File: src/rtl/vending_pkg.sv
// ============================================================================
// Module      : vending_pkg
// Description : Shared FSM state encoding and one-hot datapath select
//               constants for the vending machine controller.
// Revision    : 1.0 - initial release
// ============================================================================
`default_nettype none

package vending_pkg;

  // Controller states; DEPOSIT is the idle/coin-accepting state.
  typedef enum logic [2:0] {
    DEPOSIT = 3'd0,
    SERVE1  = 3'd1,
    SERVE2  = 3'd2,
    CHANGE1 = 3'd3,
    CHANGE2 = 3'd4
  } state_t;

  // One-hot value select toward the amount datapath.
  localparam logic [3:0] SEL_NONE    = 4'b0000;
  localparam logic [3:0] SEL_PRICE   = 4'b1000;
  localparam logic [3:0] SEL_NICKEL  = 4'b0100;
  localparam logic [3:0] SEL_DIME    = 4'b0010;
  localparam logic [3:0] SEL_QUARTER = 4'b0001;

  // One-hot next-amount select toward the amount datapath.
  localparam logic [2:0] NXT_HOLD = 3'b100;
  localparam logic [2:0] NXT_SUM  = 3'b010;
  localparam logic [2:0] NXT_ZERO = 3'b001;

endpackage : vending_pkg

`default_nettype wire

File: src/rtl/vmc_timer.sv
// ============================================================================
// Module      : vmc_timer
// Description : Cycle counter for the serve/change wait states. Counts while
//               run is high, clears on clear, and flags expired on the cycle
//               that is the TIMEOUT-th consecutive running cycle.
// Revision    : 1.0 - initial release
// ============================================================================
`default_nettype none

module vmc_timer #(
  parameter int TIMEOUT = 255
) (
  input  logic clk,
  input  logic rst,
  input  logic clear,
  input  logic run,
  output logic expired
);

  localparam int c_W = (TIMEOUT > 1) ? $clog2(TIMEOUT + 1) : 1;

  logic [c_W-1:0] count_q;

  // Count running cycles; any clear or idle period restarts from zero.
  always_ff @(posedge clk) begin
    if (rst || clear || !run) begin
      count_q <= '0;
    end else begin
      count_q <= count_q + c_W'(1);
    end
  end

  // count_q holds the number of completed cycles, so the current cycle is
  // the TIMEOUT-th one when count_q equals TIMEOUT-1.
  assign expired = run && (count_q == c_W'(TIMEOUT - 1));

endmodule : vmc_timer

`default_nettype wire

File: src/rtl/vending_machine_control.sv
// ============================================================================
// Module      : vending_machine_control
// Description : Vending machine control FSM. Steers the amount datapath on
//               coin deposit, purchase and change return, and drives the
//               serve/change handshakes with the dispenser mechanism.
//               Optional wait-state timeout enabled by macro VMC_TIMEOUT_EN.
// Revision    : 1.0 - initial release
// ============================================================================
`default_nettype none

module vending_machine_control
  import vending_pkg::*;
#(
  parameter int TIMEOUT = 255
) (
  input  logic       clk,
  input  logic       rst,
  input  logic       nickel,
  input  logic       dime,
  input  logic       quarter,
  input  logic       dispense,
  input  logic       done,
  input  logic       enough,
  input  logic       zero,
  output logic [3:0] selval,
  output logic [2:0] selnext,
  output logic       sub,
  output logic       serve,
  output logic       change,
  output logic       fault
);

  state_t state_q;
  state_t state_d;
  logic   serve_q;
  logic   change_q;
  logic   w_leave;
  logic   w_expired;
  logic   w_timeout;

  // Handshake-driven exit from the current wait state (no timeout involved).
  always_comb begin
    w_leave = 1'b0;
    case (state_q)
      SERVE1:  w_leave = done;
      SERVE2:  w_leave = !done;
      CHANGE1: w_leave = done;
      CHANGE2: w_leave = !done;
      default: w_leave = 1'b0;
    endcase
  end

`ifdef VMC_TIMEOUT_EN
  logic fault_q;

  vmc_timer #(
    .TIMEOUT (TIMEOUT)
  ) u_timer (
    .clk     (clk),
    .rst     (rst),
    .clear   (w_leave || w_expired),
    .run     (state_q != DEPOSIT),
    .expired (w_expired)
  );

  assign fault = fault_q;
`else
  logic [31:0] w_unused_timeout;

  assign w_unused_timeout = TIMEOUT;
  assign w_expired        = 1'b0;
  assign fault            = 1'b0;
`endif

  // A real handshake transition in the expiry cycle takes precedence.
  assign w_timeout = w_expired && !w_leave;

  // Next-state selection.
  always_comb begin
    state_d = state_q;
    case (state_q)
      DEPOSIT: begin
        if (!quarter && !dime && !nickel && dispense && enough) begin
          state_d = SERVE1;
        end
      end
      SERVE1:  if (done)  state_d = SERVE2;
      SERVE2:  if (!done) state_d = zero ? DEPOSIT : CHANGE1;
      CHANGE1: if (done)  state_d = CHANGE2;
      CHANGE2: if (!done) state_d = zero ? DEPOSIT : CHANGE1;
      default: state_d = DEPOSIT;
    endcase
    if (w_timeout) begin
      state_d = DEPOSIT;
    end
  end

  // State register with registered Moore handshake outputs.
  always_ff @(posedge clk) begin
    if (rst) begin
      state_q  <= DEPOSIT;
      serve_q  <= 1'b0;
      change_q <= 1'b0;
`ifdef VMC_TIMEOUT_EN
      fault_q  <= 1'b0;
`endif
    end else begin
      state_q  <= state_d;
      serve_q  <= (state_d == SERVE1);
      change_q <= (state_d == CHANGE1);
`ifdef VMC_TIMEOUT_EN
      fault_q  <= w_timeout;
`endif
    end
  end

  assign serve  = serve_q;
  assign change = change_q;

  // Datapath steering: coin add, price subtract, nickel refund, reset clear.
  always_comb begin
    selval  = SEL_NONE;
    selnext = NXT_HOLD;
    sub     = 1'b0;
    if (rst) begin
      selnext = NXT_ZERO;
    end else begin
      case (state_q)
        DEPOSIT: begin
          if (quarter) begin
            selval  = SEL_QUARTER;
            selnext = NXT_SUM;
          end else if (dime) begin
            selval  = SEL_DIME;
            selnext = NXT_SUM;
          end else if (nickel) begin
            selval  = SEL_NICKEL;
            selnext = NXT_SUM;
          end else if (dispense && enough) begin
            selval  = SEL_PRICE;
            selnext = NXT_SUM;
            sub     = 1'b1;
          end
        end
        CHANGE1: begin
          if (done) begin
            selval  = SEL_NICKEL;
            selnext = NXT_SUM;
            sub     = 1'b1;
          end
        end
        default: begin
          selval  = SEL_NONE;
          selnext = NXT_HOLD;
          sub     = 1'b0;
        end
      endcase
    end
  end

endmodule : vending_machine_control

`default_nettype wire

File: config.mk
export PLATFORM = sky130hd
export DESIGN_NAME = vending_machine_control
export DESIGN_NICKNAME = d
export VERILOG_FILES = /design/src/rtl/vending_pkg.sv /design/src/rtl/vmc_timer.sv /design/src/rtl/vending_machine_control.sv
export SDC_FILE = /design/constraint.sdc
export NUM_CORES = 1
export LEC_CHECK = 0
export ABC_AREA = 1
export BUFFER_PORTS_ARGS = -buffer_cell sky130_fd_sc_hd__buf_2
export CORE_MARGIN = 4
export CORE_UTILIZATION = 30
export DETAILED_ROUTE_END_ITERATION = 8
export GPL_TIMING_DRIVEN = 0
export PLACE_DENSITY = 0.61
export SLEW_MARGIN = 30
export SYNTH_ARGS = -nofsm -noshare
export SYNTH_HDL_FRONTEND = slang
export SYNTH_SLANG_ARGS = --single-unit
File: constraint.sdc
create_clock -name clk -period 1.1 [get_ports clk]
set_input_delay 0.055 -clock clk [delete_from_list [all_inputs] [get_ports clk]]
set_output_delay 0.055 -clock clk [all_outputs]
set_load 0.005 [all_outputs]
==> results of run 1 <==
-- worst min-delay path by stage --
stage          from          to  slack, ns
6_report        rst       serve       0.11
5_1_grt         rst       serve       0.12
4_1_cts         rst      change       0.09
3_5_place_dp    rst  selnext[0]       0.28
3_3_place_gp    rst  selnext[0]       0.28
2_1_floorplan   rst  selnext[0]       0.19
-- layer usage --
metal  vias up  part of all wire [%]  global-route usage [%]
met5         -                     0                       0
met4         0                     0                    3.61
met3         0                    11                    5.18
met2        23                    47                    19.8
met1       192                    41                    12.0
li1        254                     -                       -
-- layout by cell type, fill, tap and decap left out, types with 2 or more instances in the layout --
cell       n
inv_4      2
buf_2     18
nor2_1     4
nand4_1    3
nand3_1    5
a21oi_1    3
buf_4      7
a21oi_2    4
inv_1      7
nand3_2    2
dfxtp_1    2
clkbuf_4   3
nand2_2    2
dfxtp_2    2
nand2_1   10
inv_2      4
-- flip-flops by register name, indices dropped and copies added (netlist names) --
register,cells
change,1
state_q,3
serve,1
-- cells in the mapped netlist --
| cell type | n |
|---|---|
| a21oi_1 | 7 |
| buf_2 | 1 |
| buf_4 | 2 |
| conb_1 | 1 |
| dfxtp_1 | 5 |
| inv_1 | 7 |
| inv_2 | 5 |
| inv_4 | 1 |
| nand2_1 | 11 |
| nand2_2 | 1 |
| nand2_4 | 1 |
| nand3_1 | 6 |
| nand3_2 | 1 |
| nand3_4 | 1 |
| nand3b_1 | 1 |
| nand4_1 | 3 |
| nor2_1 | 5 |
| nor2_4 | 1 |
| nor3_1 | 1 |
| o211ai_1 | 1 |
| o21ai_2 | 1 |
-- power by group --
| group | internal, uW | leakage [uW] | switching [uW] |
|---|---|---|---|
| logic | 40.3 | 0.000277 | 48.3 |
| registers | 181 | 0.0000421 | 1.44 |
| clock network | 138 | 0.0000150 | 82.0 |
-- cell type report --
type	count	area share, %
Inverter	13	8.74
Buffer	3	3.25
Clock buffer	4	4.27
Multi-Input combinational cell	42	41.9
Tap cell	14	2.85
Timing Repair Buffer	23	21.7
Sequential cell	5	17.3
-- logic make-up (layout without fill, tap and decap cells) --
logic type             Yosys count  in the layout  synth area share [%]
AOI/OAI and AO/OA                9              9                  12.7
and+or+nand+nor                 32             32                  44.0
buffers and inverters           16             43                  17.6
other                            1              1                 0.928
DFF                              5              5                  24.8
-- stage by stage --
step	power [uW]	hold WS, ns	worst slack, ns	util (%)	setup TNS (ns)
6_report	491	0.106	-0.176	51.9	-1.12
5_1_grt	519	0.116	-0.248	51.9	-1.79
4_1_cts	484	0.0860	-0.203	49.2	-1.18
3_5_place_dp	266	0.284	0.0257	42.7	0
3_3_place_gp	266	0.281	0.0304	42.7	0
2_1_floorplan	234	0.191	0.188	-	0
-- critical path, stage by stage, from the launching register on --
cell     delay (ns)
dfxtp_4        0.35
inv_4          0.06
nand2_4        0.05
nor2_4         0.16
nand3_2        0.10
a21oi_2        0.14
buf_2          0.12
-- repair_timing --
item	4_1_cts	5_1_grt
endpoints found under the setup margin	7	9
hold buffers	0	0
pin swaps	2	4
resized for setup	5	8
setup buffers	5	1
==> impl_results.md, run 1 <==
* HP Class: input pin to register
* Footprint of the multi-input gates at 258 um2
* Starting Density at 34.1%
* Routed WL at 1.08 mm
* Kind of end point of the critical path: output port
* Flops & latches, synth at 5
* Clk_lat worst skew at 0.25 ns
* PwrDens at 797 nW/um2
* Failing checks: negative setup slack
* Root Driver: clkbuf_4
* Peak supply drop at 539 uV
* Top cell type by total area after synthesis: dfxtp_1
* Antenna violations before repair at 0
* R2r worst-path depth at 9
* YS warnings at 0
* Flop2flop setup slack at -0.08 ns
* Netlist Area Pre-Place at 404 um2
* CTS tree: built
* PortBufs at 17
* Mapped Cells at 63
* Hold depth at 2
* Gr usage total at 11.3%
* Finished Cell Area at 616 um2
* Req. time, crit path at 1.04 ns
* Setup crit end: selval[2]
* Synth Area per Inst at 6.41 um2
* Nets at 100
* Critical Path Source: state_q[0]
* Pins Over Slew Limit at 0
* Total grt overflow at 0
* Die width at 44.7 um
* RSZ-0062 raised after global routing: true
* Fill cells at 112
* Final worst path period need at 1.28 ns
* Vias after detailed routing at 469
* Period utilization at 116%
* Setup Crit Path Kind: register to output port
* Max cap viols at 0
* Worst setup SP type: register
* Fin worst setup slack at -0.176 ns
* Synth-to-layout area growth at 52.3%
* Htree depth at 1
* Status: complete, but fails checks
* Vias in the first global route at 440
* Post-route DRC at 0
* Chip Height at 44.7 um
* Largest net degree at the start of global routing at 10
* Post-synthesis sequential area ratio at 24.8%
* Clk slew on worst S/H paths at 0.05 ns
* Synth unique cells at 21
* DR pass1 iterations at 1
* First-pass GRT wire length at 1.64 mm
* Pleak at 0.000334 uW
* Iteration-0 DRC Markers at 0
* ANT cells at 0
* Synthesized net count at 72
* Core Footprint at 1190 um2
* Row count at 12
* Sequential Area at 106 um2
* Gpl congestion at 0.827
* Top-area cell type share of the netlist area at 24.8%
* WL per Instance at 10.4 um
* Clock skew at 0.00435 ns
* FF-to-FF Start: state_q[0]
* Ports at 20
* Vias per cell at 4.51
* Layout cells sized above 1 at 56.7%
* Max Clock Freq at 0.783 GHz
* Non-Filler Instances at 104
* Post-route ant nets at 0
* Dpl cells at 94
* Die footprint at 2000 um2
* Post-DP HPWL at 790 um
* CTS Buf Count at 3
* Longest Clk Path Bufs at 2
* RR Endpoint: state_q[0]
* Endpoints failing setup at 9
* Placed cell area at 507 um2
* Synth top area cells: dfxtp_1 (25%), nand2_1 (10%), a21oi_1 (8.7%)
* CP max FO at 4
* Arrival time at the worst endpoint at 1.22 ns
* Final Hold Vio Count at 0
* Clock sinks at 5
No activity file was read; power rests on OpenSTA's default activity.
==> inputs of run 2 (changes only) <==
- ABC_AREA: 1 -> 0
==> run 2 against run 1 <==
The run still ends with negative setup slack left. Via count decreased by 1.1%. Die area increased by 2.3%. Global-route usage increased by 1.4 points. Combinational power increased by 0.6%. Power increased by 0.60%. Clock skew decreased by 0.0021 ns. Critical path depth decreased by 1.
==> impl_results.md, run 2 <==
* Crit path max-delay family: compound AO/OA/AOI/OAI gates
* Largest Register: state_q
* Row count at 13
* PortBufs at 16
* Gr usage total at 12.7%
* WL per Instance at 11.1 um
* Failing checks: negative setup slack
* Longest Clk Path Bufs at 2
* Wire length on met3 at 77 um
* Mux contribution to synthesized area at 2.71%
* Post-synth ARST share at 0%
* Flops & latches, synth at 5
* Top-count cell post-synth: nor2_1
* Pins Over Slew Limit at 0
* Critical Path Source: state_q[1]
* Number of flip-flops in the largest register at 3
* Post-route ant nets at 0
* Synth Area per Inst at 7.55 um2
* Routed WL at 1.06 mm
* Top layer in use: met4
* Clock skew at 0.00220 ns
* Layout cells sized above 1 at 43.8%
* Endpoints failing setup at 10
* Final worst path period need at 1.33 ns
* Sequential Area at 100 um2
* ANT cells at 0
* Most frequent cells in the layout: buf_2 (16), buf_4 (8), nor2_1 (5), dfxtp_1 (5)
* Starting Density at 31.9%
* Clock sinks at 5
* CP max FO at 8
* Period utilization at 121%
* Critical-path cell list: buf_6, a211o_1, a21oi_1, nor2_1, buf_2
* Vias in the first global route at 458
* Simple-gate share of the synthesized area at 38.0%
* Crit-path slowest cell: dfxtp_1
* Netlist Area Pre-Place at 415 um2
* Pleak at 0.000290 uW
* Max cap viols at 0
* Post-DP HPWL at 776 um
* First-pass GRT wire length at 1.87 mm
* Post-route DRC at 0
* Core Footprint at 1300 um2
* Root Driver: clkbuf_4
* Setup Crit Path Kind: register to output port
* Mapped Cells at 55
* Antenna violations before repair at 0
* Synthesized net count at 64
* Gpl congestion at 0.727
* Top cell type by total area after synthesis: dfxtp_1
* Clk_lat worst skew at 0.25 ns
* Top-area cell type share of the netlist area at 24.1%
* Nets at 90
* Fill cells at 142
* Synth unique cells at 29
* CTS tree: built
* Final Hold Vio Count at 0
* Kind of end point of the critical path: output port
* Iteration-0 DRC Markers at 10
* Arrival time at the worst endpoint at 1.28 ns
* Htree depth at 1
* Die footprint at 2040 um2
* DR pass1 iterations at 4
* Adder-cell share of the synthesized area at 0%
* HP Class: input pin to register
* Footprint of the multi-input gates at 279 um2
* Clk slew on worst S/H paths at 0.05 ns
* Largest net degree at the start of global routing at 11
* Hold WS at 0.163 ns
* Commonest cells post-synth: nor2_1 (7), dfxtp_1 (5), nand2b_1 (4), nand3_1 (4)
* Hold path startpoint: done
* Post-synthesis sequential area ratio at 24.1%
* Largest family of logic cells by synthesized area: simple AND/OR/NAND/NOR gates
* Chip Height at 45.2 um
* Routed wl met2 at 510 um
* Worst setup SP type: register
* Total grt overflow at 0
* Ports at 20
* PwrDens at 831 nW/um2
* YS warnings at 0
* Tot Pwr at 494 uW
* Vias after detailed routing at 464
* Fin worst setup slack at -0.234 ns
* Xor and xnor area share after synthesis at 2.11%
* Peak supply drop at 261 uV
* Synth-to-layout area growth at 43.1%
* RSZ-0062 raised after global routing: true
* Total Neg Setup Slack at -1.66 ns
* Req. time, crit path at 1.04 ns
* CP peak stage delay at 0.30 ns
* CTS Buf Count at 3
* Buffers & Inverters on Critical Path at 2
* Die width at 45.2 um
* Vias per cell at 4.88
* Status: complete, but fails checks
* Synth top area cells: dfxtp_1 (24%), nor2_1 (6.3%), nand2b_1 (6.0%)
* Commonest non-fill, non-tap cell in the layout: buf_2
* FF-to-FF Start: state_q[0]
* Post-synth EDFFs at 0
* Max Clock Freq at 0.750 GHz
* Predominant post-synthesis flop cell: dfxtp_1
* Synth Area in Compound Gates at 21.1%
* Hold-fix buffer count after cts at 0
* Met1 WL at 451 um
[run 2: changes by cell type in the layout (fill, tap and decap cells not counted), sizes merged, moves of 2 or more]
| cell | before | now |
|---|---|---|
| inv | 13 | 0 |
| a211o | 0 | 2 |
| nand2 | 13 | 2 |
| nand2b | 0 | 4 |
| nand4 | 3 | 1 |
| a21oi | 7 | 4 |
| clkbuf | 4 | 6 |
| nor3 | 1 | 3 |
| a21boi | 0 | 3 |
| nand3 | 8 | 4 |
[run 2: per-stage QoR]
step                      worst slack, ns  cell area (um2)  instances  util [%]
after floorplan                   -0.0980              418         55         -
after global placement             -0.231              517         86      39.7
after detailed placement           -0.267              517         86      39.7
after CTS                          -0.241              579         93      44.5
after global routing               -0.288              594         95      45.7
final                              -0.234              594         95      45.7
[run 2: worst reg2reg max path: cells and delay by family, from the launching register on]
family	cells	cell delay (ns)
xor gates and xnor gates	1	0.14
buffers and inverters	2	0.26
AOI/OAI and AO/OA	1	0.29
and+or+nand+nor	2	0.22
DFF	1	0.30
[run 2: final timing paths]
kind	cells past startpoint	endpoint	slack, ns
max	5	selnext[2]	-0.23
min	3	state_q[2]	0.16
max reg2reg	6	change	-0.21
min reg2reg	2	serve	0.56
[run 2: what timing repair did]
action	in CTS	in global routing
pin swaps	4	0
setup buffers	3	2
endpoints found under the hold margin	0	0
resized for setup	5	1
setup endpoints to repair	10	11
[run 2: layer usage]
metal | vias to the layer above | global-route usage [%]
met3 | 2 | 3.59
met5 | - | 0
met4 | 0 | 8.77
met2 | 21 | 18.6
li1 | 247 | -
met1 | 194 | 15.8
[run 2: layout make-up]
class                           instances  share of cell area [%]
Tap cell                               15                    3.16
Sequential cell                         5                    16.8
Multi-Input combinational cell         43                    46.9
Clock buffer                            4                    4.42
Timing Repair Buffer                   21                    19.8
Buffer                                  7                    8.84
[run 2: cells by family after synthesis]
logic type	after synthesis
compound gates	12
xor+xnor	1
buf+inv	7
flops	5
mux	1
other cells	1
simple gates	28
[run 2: power by group]
part | switching, uW | leakage, uW | internal, uW
clock network | 83.3 | 0.0000150 | 138
logic | 43.2 | 0.000235 | 45.8
registers | 0.480 | 0.0000403 | 183
total | 127 | 0.000290 | 367
==> inputs of run 3 (changes only) <==
- RECOVER_POWER: default -> 50
==> run 3 against run 2 <==
The flow still finishes with violations (negative setup slack). Critical path type unchanged. Hold slack gained 0.00091 ns. Clock power barely moved. Largest power group unchanged. Flip-flop and latch count is the same. Global-route usage stayed put.
==> impl_results.md, run 3 (synthesis gave the netlist of run 2 again) <==
* Status: complete, but fails checks
* Failing checks: negative setup slack
* Req. time, crit path at 1.04 ns
* Clk_lat worst skew at 0.25 ns
* First-pass GRT wire length at 1.87 mm
* Clock skew at 0.00352 ns
* Hold depth at 3
* Layout cells sized above 1 at 41.3%
* Final worst path period need at 1.33 ns
* Largest Register: state_q
* CTS tree: built
* Chip Height at 45.2 um
* Final Hold Vio Count at 0
* Starting Density at 31.9%
* Commonest non-fill, non-tap cell in the layout: buf_2
* Endpoints failing setup at 10
* Arrival time at the worst endpoint at 1.28 ns
* Switching power total at 125 uW
* Antenna violations before repair at 0
* WL per Instance at 11.0 um
* RSZ-0062 raised after global routing: true
* Max cap viols at 0
* Routed WL at 1.05 mm
* PwrDens at 830 nW/um2
* Gr usage total at 12.7%
* Peak supply drop at 260 uV
* CP peak stage delay at 0.30 ns
* Post-route ant nets at 0
* Vias after detailed routing at 466
* Placed cell area at 517 um2
* Crit-path slowest cell: dfxtp_1
* Core Footprint at 1300 um2
* Int Pwr at 366 uW
* Period utilization at 121%
* R2r worst-path depth at 6
* Total grt overflow at 0
* HP Class: input pin to register
* Post-DP HPWL at 776 um
* Pleak at 0.000283 uW
* Longest Clk Path Bufs at 2
* Clk slew on worst S/H paths at 0.05 ns
* Max Clock Freq at 0.751 GHz
* Flop pwr share at 37.4%
* Fin worst setup slack at -0.232 ns
* Vias per cell at 4.91
* DR pass1 iterations at 4
* Most frequent cells in the layout: buf_2 (14), buf_4 (8), clkbuf_1 (5), nor2_1 (5), dfxtp_1 (5)
* Ports at 20
* Iteration-0 DRC Markers at 9
* Sequential Area at 100 um2
* Setup Crit Path Kind: register to output port
* Largest net degree at the start of global routing at 11
* Post-route DRC at 0
* Synth-to-layout area growth at 42.5%
* PortBufs at 16
* CTS Buf Count at 3
* Die width at 45.2 um
* Htree depth at 1
* Final Core Density at 45.5%
* Kind of end point of the critical path: output port
* Critical-path cell list: buf_6, a211o_1, a21oi_1, nor2_1, buf_2
* Sw frac at 25.5%
* Number of flip-flops in the largest register at 3
* Root Driver: clkbuf_4
* Clock sinks at 5
* Footprint of the multi-input gates at 279 um2
* Finished Cell Area at 592 um2
* Fill cells at 143
* Die footprint at 2040 um2
* Nets at 90
* Comb pwr share at 18.0%
* Vias in the first global route at 458
* ANT cells at 0
* Hold-fix buffer count after cts at 0
* Worst setup SP type: register
* Pins Over Slew Limit at 0
* CP max FO at 8
* Gpl congestion at 0.727
* Clock Power Share at 44.6%
* Row count at 13
-- run 3: changes by cell type in the layout (fill, tap and decap cells not counted), sizes merged --
cell and change:
buf -2, clkbuf +2
-- run 3: layout make-up --
| type | count | area share [%] |
|---|---|---|
| multi-input combinational | 43 | 47.1 |
| timing repair buffer | 21 | 19.5 |
| sequential | 5 | 16.9 |
| buffer | 7 | 8.88 |
| clock buffer | 4 | 4.44 |
| tap | 15 | 3.17 |
-- run 3: worst paths after layout --
kind / from / slack [ns] / to
worst max-delay path: state_q[1] / -0.23 / selnext[2]
worst min-delay path: done / 0.16 / state_q[2]
worst max register to register: state_q[0] / -0.21 / change
worst min register to register: state_q[1] / 0.55 / serve
-- run 3: worst max-delay path: cells and delay by family, from the launching register on --
kind,cells,cell delay (ns)
compound gates,2,0.42
buf+inv,2,0.26
flops,1,0.30
simple gates,1,0.05
-- run 3: routing by layer --
metal  global-route usage, %  part of all wire, %
met5                       0                    0
met4                    8.77                  1.6
met3                    3.59                  7.3
met2                    18.6                   48
met1                    15.8                   43
-- run 3: stage by stage --
stage / std cells / power, uW / worst slack [ns] / setup TNS (ns) / hold WS [ns]
2_1_floorplan: 55 / 235 / -0.0980 / -0.125 / 0.191
3_3_place_gp: 86 / 268 / -0.231 / -0.969 / 0.278
3_5_place_dp: 86 / 269 / -0.267 / -1.12 / 0.279
4_1_cts: 93 / 501 / -0.241 / -1.82 / 0.153
5_1_grt: 95 / 528 / -0.288 / -2.48 / 0.185
6_report: 95 / 491 / -0.232 / -1.65 / 0.164
-- run 3: power groups by stage --
stage	sequential [uW]	clock [uW]	combinational [uW]
after floorplan	187	0	48.0
after global placement	187	0	80.6
after detailed placement	187	0	81.8
after CTS	184	230	86.7
after global routing	184	243	101
final	184	219	88.3
-- run 3: repair_timing --
item,in CTS,in global routing
pin swaps,4,0
endpoints found under the setup margin,10,11
resized for setup,5,1
setup buffers,3,2
